[src/rtl/dram_arbiter.sv]
// dram_arbiter
//   Lets the core data port and the DMA external port share one single-port
//   DRAM with synchronous reads. A request is granted in the same cycle it is
//   made, and the granted requester's address, write data and write-enable
//   are steered to the DRAM. Read data is shared on rdata, and a one-cycle-late
//   valid goes only to the requester that issued the read. Run limits on
//   consecutive grants keep either side from starving the other.
//
// Ports
//   clk, rst                      clock (rising edge), async active-low reset
//   core_req/we/addr/din          core access request (held until granted)
//   core_gnt                      core granted this cycle (combinational)
//   core_rvalid                   rdata holds the core read result
//   dma_req/we/addr/din           DMA access request
//   dma_gnt                       DMA granted this cycle (combinational)
//   dma_rvalid                    rdata holds the DMA read result
//   rdata                         shared read data (mem_do pass-through)
//   mem_we/mem_addr/mem_di        DRAM command
//   mem_do                        DRAM read data, one cycle after address
module dram_arbiter #(
  parameter int AW       = 16,
  parameter int DW       = 8,
  parameter int DMA_RUN  = 4,
  parameter int CORE_RUN = 2
) (
  input  logic          clk,
  input  logic          rst,
  input  logic          core_req,
  input  logic          core_we,
  input  logic [AW-1:0] core_addr,
  input  logic [DW-1:0] core_din,
  output logic          core_gnt,
  output logic          core_rvalid,
  input  logic          dma_req,
  input  logic          dma_we,
  input  logic [AW-1:0] dma_addr,
  input  logic [DW-1:0] dma_din,
  output logic          dma_gnt,
  output logic          dma_rvalid,
  output logic [DW-1:0] rdata,
  output logic          mem_we,
  output logic [AW-1:0] mem_addr,
  output logic [DW-1:0] mem_di,
  input  logic [DW-1:0] mem_do
);

  typedef enum logic [1:0] {
    OWN_IDLE,
    OWN_CORE,
    OWN_DMA
  } owner_t;

  localparam logic [3:0] DMA_LIM  = 4'(DMA_RUN);
  localparam logic [3:0] CORE_LIM = 4'(CORE_RUN);

  owner_t     owner_q, owner_d;
  logic [3:0] run_q, run_d;
  logic [3:0] run_inc;

  // State register: owner, run length and the read-return valids.
  always_ff @(posedge clk or negedge rst) begin
    if (!rst) begin
      owner_q     <= OWN_IDLE;
      run_q       <= '0;
      core_rvalid <= 1'b0;
      dma_rvalid  <= 1'b0;
    end else begin
      owner_q     <= owner_d;
      run_q       <= run_d;
      core_rvalid <= core_gnt & ~core_we;
      dma_rvalid  <= dma_gnt & ~dma_we;
    end
  end

  assign run_inc = (run_q == '1) ? run_q : run_q + 4'd1;

  // Next state: the owner follows this cycle's grant; a repeat grant to the
  // same owner extends the run, a change of owner starts a new run at 1.
  always_comb begin
    owner_d = OWN_IDLE;
    run_d   = '0;
    if (core_gnt) begin
      owner_d = OWN_CORE;
      run_d   = (owner_q == OWN_CORE) ? run_inc : 4'd1;
    end else if (dma_gnt) begin
      owner_d = OWN_DMA;
      run_d   = (owner_q == OWN_DMA) ? run_inc : 4'd1;
    end
  end

  // Outputs: grant decision and DRAM steering. Reset forces no grant, so
  // the DRAM sees no write while rst is low whatever the requesters do.
  always_comb begin
    core_gnt = 1'b0;
    dma_gnt  = 1'b0;
    if (rst) begin
      if (core_req && dma_req) begin
        // Contention: DMA keeps the port until its run limit, and takes it
        // from the core once the core has used up its run; otherwise core.
        if ((owner_q == OWN_DMA  && run_q <  DMA_LIM) ||
            (owner_q == OWN_CORE && run_q >= CORE_LIM))
          dma_gnt = 1'b1;
        else
          core_gnt = 1'b1;
      end else if (core_req) begin
        core_gnt = 1'b1;
      end else if (dma_req) begin
        dma_gnt = 1'b1;
      end
    end

    mem_we   = 1'b0;
    mem_addr = '0;
    mem_di   = '0;
    if (core_gnt) begin
      mem_we   = core_we;
      mem_addr = core_addr;
      mem_di   = core_din;
    end else if (dma_gnt) begin
      mem_we   = dma_we;
      mem_addr = dma_addr;
      mem_di   = dma_din;
    end
  end

  assign rdata = mem_do;

endmodule
[config.mk]
export PLATFORM = sky130hd
export DESIGN_NAME = dram_arbiter
export DESIGN_NICKNAME = d
export VERILOG_FILES = /design/src/rtl/dram_arbiter.sv
export SDC_FILE = /design/constraint.sdc
export NUM_CORES = 1
export LEC_CHECK = 0
export ABC_AREA = 1
export BUFFER_PORTS_ARGS = -buffer_cell sky130_fd_sc_hd__buf_2
export CAP_MARGIN = 40
export CORE_AREA = 2 2 45 77
export DETAILED_ROUTE_END_ITERATION = 10
export DIE_AREA = 0 0 47 79
export PLACE_DENSITY = 0.78
export REMOVE_ABC_BUFFERS = 1
export SLEW_MARGIN = 20
export SYNTH_ARGS = -nofsm -noshare
export SYNTH_HDL_FRONTEND = slang
export SYNTH_SLANG_ARGS = --single-unit
[constraint.sdc]
create_clock -name clk -period 1.5 [get_ports clk]
set_input_delay 0.075 -clock clk [delete_from_list [all_inputs] [get_ports clk]]
set_output_delay 0.075 -clock clk [all_outputs]
set_load 0.02 [all_outputs]
==> insert_results.sql <==
INSERT INTO impl_metrics (metric_group, metric, value, unit) VALUES
('final_layout', 'fraction_of_layout_cells_with_a_size_suffix_above_1', '58.6', '%'),
('run_status', 'failed_checks', 'setup timing', ''),
('worst_hold_path', 'path_class_of_the_lowest_slack_min_delay_path', 'in2reg', ''),
('final_layout', 'final_net_count', '314', ''),
('final_layout', 'antenna_cells_inserted', '0', ''),
('final_layout', 'finalCoreUtilization', '59.5', '%'),
('flow_run', 'max_cap_violations', '0', ''),
('timing', 'setup-violations-final', '27', ''),
('routing', 'drc', '0', ''),
('global_routing', 'global_route.overflow_total', '0', ''),
('clocking', 'clockBufferDepth', '2', ''),
('floorplan', 'die_area', '3710', 'sq um'),
('power', 'cellPowerDensity', '567', 'nW/um^2'),
('routing', 'routed_via_density', '4.73', ''),
('timing', 'setup_slack', '-0.166', 'ns'),
('critical_path', 'critical_path.endpoint_type', 'primary output', ''),
('routing', 'first_iter_violations', '28', ''),
('synthesis', 'cell_variety_after_synth', '18', ''),
('synthesis', 'synth.ff_latch_count', '8', ''),
('clocking', 'tritoncts_buffer_count', '3', ''),
('critical_path', 'critical_path.startpoint_type', 'flip-flop', ''),
('place', 'dp.final_hpwl', '2230', 'um'),
('clocking', 'cts_num_sinks', '8', ''),
('timing', 'worst_hold_slack', '0.0169', 'ns'),
('floorplan', 'die_height', '79', 'um'),
('global_routing', 'grt_pass1_vias', '1481', ''),
('critical_path', 'crit-reg2reg-launch', 'run_q[3]', ''),
('floorplan', 'core_area', '3110', 'sq um'),
('timing', 'grt_setup_unrepaired', 'true', ''),
('synthesis', 'synth-async-reset-ratio', '100', '%'),
('clocking', 'clock_transition_at_the_register_clock_pins_on_the_worst_setup_and_hold_paths_after_cts', '0.04', 'ns'),
('place', 'port_buffers', '82', ''),
('routing', 'detailroute.via_count', '1381', ''),
('routing', 'post_detailed_routing_wire_length', '3820', 'um'),
('final_layout', 'fillerInstances', '283', ''),
('global_routing', 'grt_usage', '21.5', '%'),
('clocking', 'cts_tree', 'done', ''),
('place', 'gp_congestion', '0.854', ''),
('critical_path', 'critPathArrivalTime', '1.59', 'ns'),
('critical_path', 'worst_r2r_path_depth', '10', ''),
('global_routing', 'grt_max_degree', '32', ''),
('synthesis', 'synth_enable_flop_cells', '0', ''),
('synthesis', 'synthCells', '161', ''),
('critical_path', 'ff2ff_setup_slack', '0.06', 'ns'),
('run_status', 'outcome', 'finished with violations', ''),
('timing', 'period_minus_slack', '1.67', 'ns'),
('floorplan', 'ios', '99', ''),
('final_layout', 'mostFrequentLayoutCell', 'sky130_fd_sc_hd__buf_2', ''),
('power', 'leakagePower', '1.07', 'nW'),
('timing', 'final.setup_skew', '0.00220', 'ns'),
('critical_path', 'critPathRequiredTime', '1.42', 'ns'),
('worst_hold_path', 'worst_hold_path.endpoint', 'dma_rvalid', ''),
('floorplan', 'fp.dieW', '47', 'um'),
('timing', 'maxSlewViolCount', '0', ''),
('routing', 'drt_first_pass_iters', '4', ''),
('worst_hold_path', 'holdCritStartpoint', 'dma_we', ''),
('synthesis', 'yosysSeqAreaShare', '19.4', '%'),
('clocking', 'clock_tree.root_cell', 'sky130_fd_sc_hd__clkbuf_8', ''),
('final_layout', 'final_cell_area', '1850', 'sq um'),
('routing', 'wl_per_cell', '13.1', 'um'),
('routing', 'postRouteAntennaNets', '0', ''),
('synthesis', 'synth_area', '1030', 'sq um'),
('clocking', 'insertion_delay', '0.23', 'ns'),
('floorplan', 'number_of_standard_cell_rows_in_the_floorplan', '27', ''),
('timing', 'worst-slew-pin-transition', '0.409', 'ns'),
('synthesis', 'dominantRegCellSynth', 'sky130_fd_sc_hd__dfrtp_1', ''),
('timing', 'post_route_clock_period_utilization', '111', '%'),
('final_layout', 'layout_common_cells', 'sky130_fd_sc_hd__buf_2, sky130_fd_sc_hd__nand2_1, sky130_fd_sc_hd__nand3_1', ''),
('clocking', 'h-tree-depth', '1', ''),
('worst_hold_path', 'holdPathStages', '2', ''),
('critical_path', 'worstReg2RegEnd', 'run_q[2]', '');
## stage by stage
stage          total power (W)  setup WS [ns]  TNS, ns
3_3_place_gp          0.000612         0.0956        0
5_1_grt                0.00110         -0.243    -5.87
6_report               0.00105         -0.166    -3.61
2_1_floorplan         0.000429         0.0549        0
3_5_place_dp          0.000616         0.0655        0
4_1_cts                0.00101         -0.111    -2.46
## layout make-up
type,instances,area [sq um],share of cell area (%)
Clock buffer,3,41.3,2.23
Inverter,13,56.3,3.04
Multi-Input combinational cell,123,672,36.3
Sequential cell,8,200,10.8
Timing Repair Buffer,102,826,44.7
Tap cell,43,53.8,2.91
## what timing repair did
action | CTS | global route
gates cloned | 3 | 1
resized for setup | 70 | 7
setup buffers | 2 | 4
hold buffers | 1 | 0
endpoints found under the hold margin | 8 | 0
pin swaps | 4 | 5
setup endpoints to repair | 27 | 28
## flip-flops by register name, summed over array words and instances, names as in the netlist
register / flops
owner_q: 2
run_q: 4
dma_rvalid: 1
core_rvalid: 1
## kinds of logic (layout without fill, tap and decap cells)
group,after synthesis,after routing,share of synthesized area [%]
AO/OA/AOI/OAI,3,3,1.70
adder cells (fa/ha/maj),1,1,1.21
buffers and inverters,30,118,21.3
flip-flops,8,8,19.4
AND/OR/NAND/NOR,119,119,56.4
## cell usage after synthesis (2+ instances only)
master | instances | share of area [%]
sky130_fd_sc_hd__nand2_1 | 50 | 18
sky130_fd_sc_hd__nand3_1 | 29 | 14
sky130_fd_sc_hd__nand2_2 | 21 | 13
sky130_fd_sc_hd__inv_1 | 12 | 4.4
sky130_fd_sc_hd__nor2_1 | 10 | 3.6
sky130_fd_sc_hd__buf_4 | 9 | 6.5
sky130_fd_sc_hd__dfrtp_1 | 8 | 19
sky130_fd_sc_hd__buf_6 | 5 | 5.5
sky130_fd_sc_hd__nand3_2 | 5 | 4.8
sky130_fd_sc_hd__buf_12 | 2 | 3.9
sky130_fd_sc_hd__nor2_2 | 2 | 1.2
sky130_fd_sc_hd__o21ai_0 | 2 | 0.97
## how the worst max path moves through the flow
| stage | from | slack (ns) | cells past startpoint | end |
|---|---|---|---|---|
| after floorplan | run_q[3] | 0.05 | 7 | owner_q[0] |
| after global placement | run_q[3] | 0.1 | 9 | mem_di[2] |
| after detailed placement | run_q[3] | 0.07 | 9 | mem_di[2] |
| after CTS | run_q[2] | -0.11 | 10 | mem_addr[9] |
| after global routing | run_q[3] | -0.24 | 10 | mem_addr[11] |
| final | run_q[3] | -0.17 | 9 | mem_addr[3] |
## layer usage
metal	wire length, um	track usage, %	part of all wire, %
met1	1310	21.5	34
met2	2130	36.7	56
met3	205	5.68	5.4
met4	173	13.6	4.5
met5	0	0	0
## worst max-delay path, cell delays in order, from the launching register on
cell	delay [ns]
sky130_fd_sc_hd__dfrtp_1	0.39
sky130_fd_sc_hd__nor2_2	0.14
sky130_fd_sc_hd__nand2_1	0.08
sky130_fd_sc_hd__nand2_2	0.08
sky130_fd_sc_hd__nand3_4	0.09
sky130_fd_sc_hd__nand2_4	0.13
sky130_fd_sc_hd__buf_8	0.15
sky130_fd_sc_hd__nand3_1	0.09
sky130_fd_sc_hd__nand2_2	0.10
sky130_fd_sc_hd__buf_6	0.12
## power by group
part	leakage (nW)	switching, W	internal [W]
combinational	0.943	0.000281	0.000270
sequential	0.107	0.00000793	0.000226
clock	0.0216	0.0000891	0.000174
total	1.07	0.000378	0.000671
(Power assumes the default switching activity.)
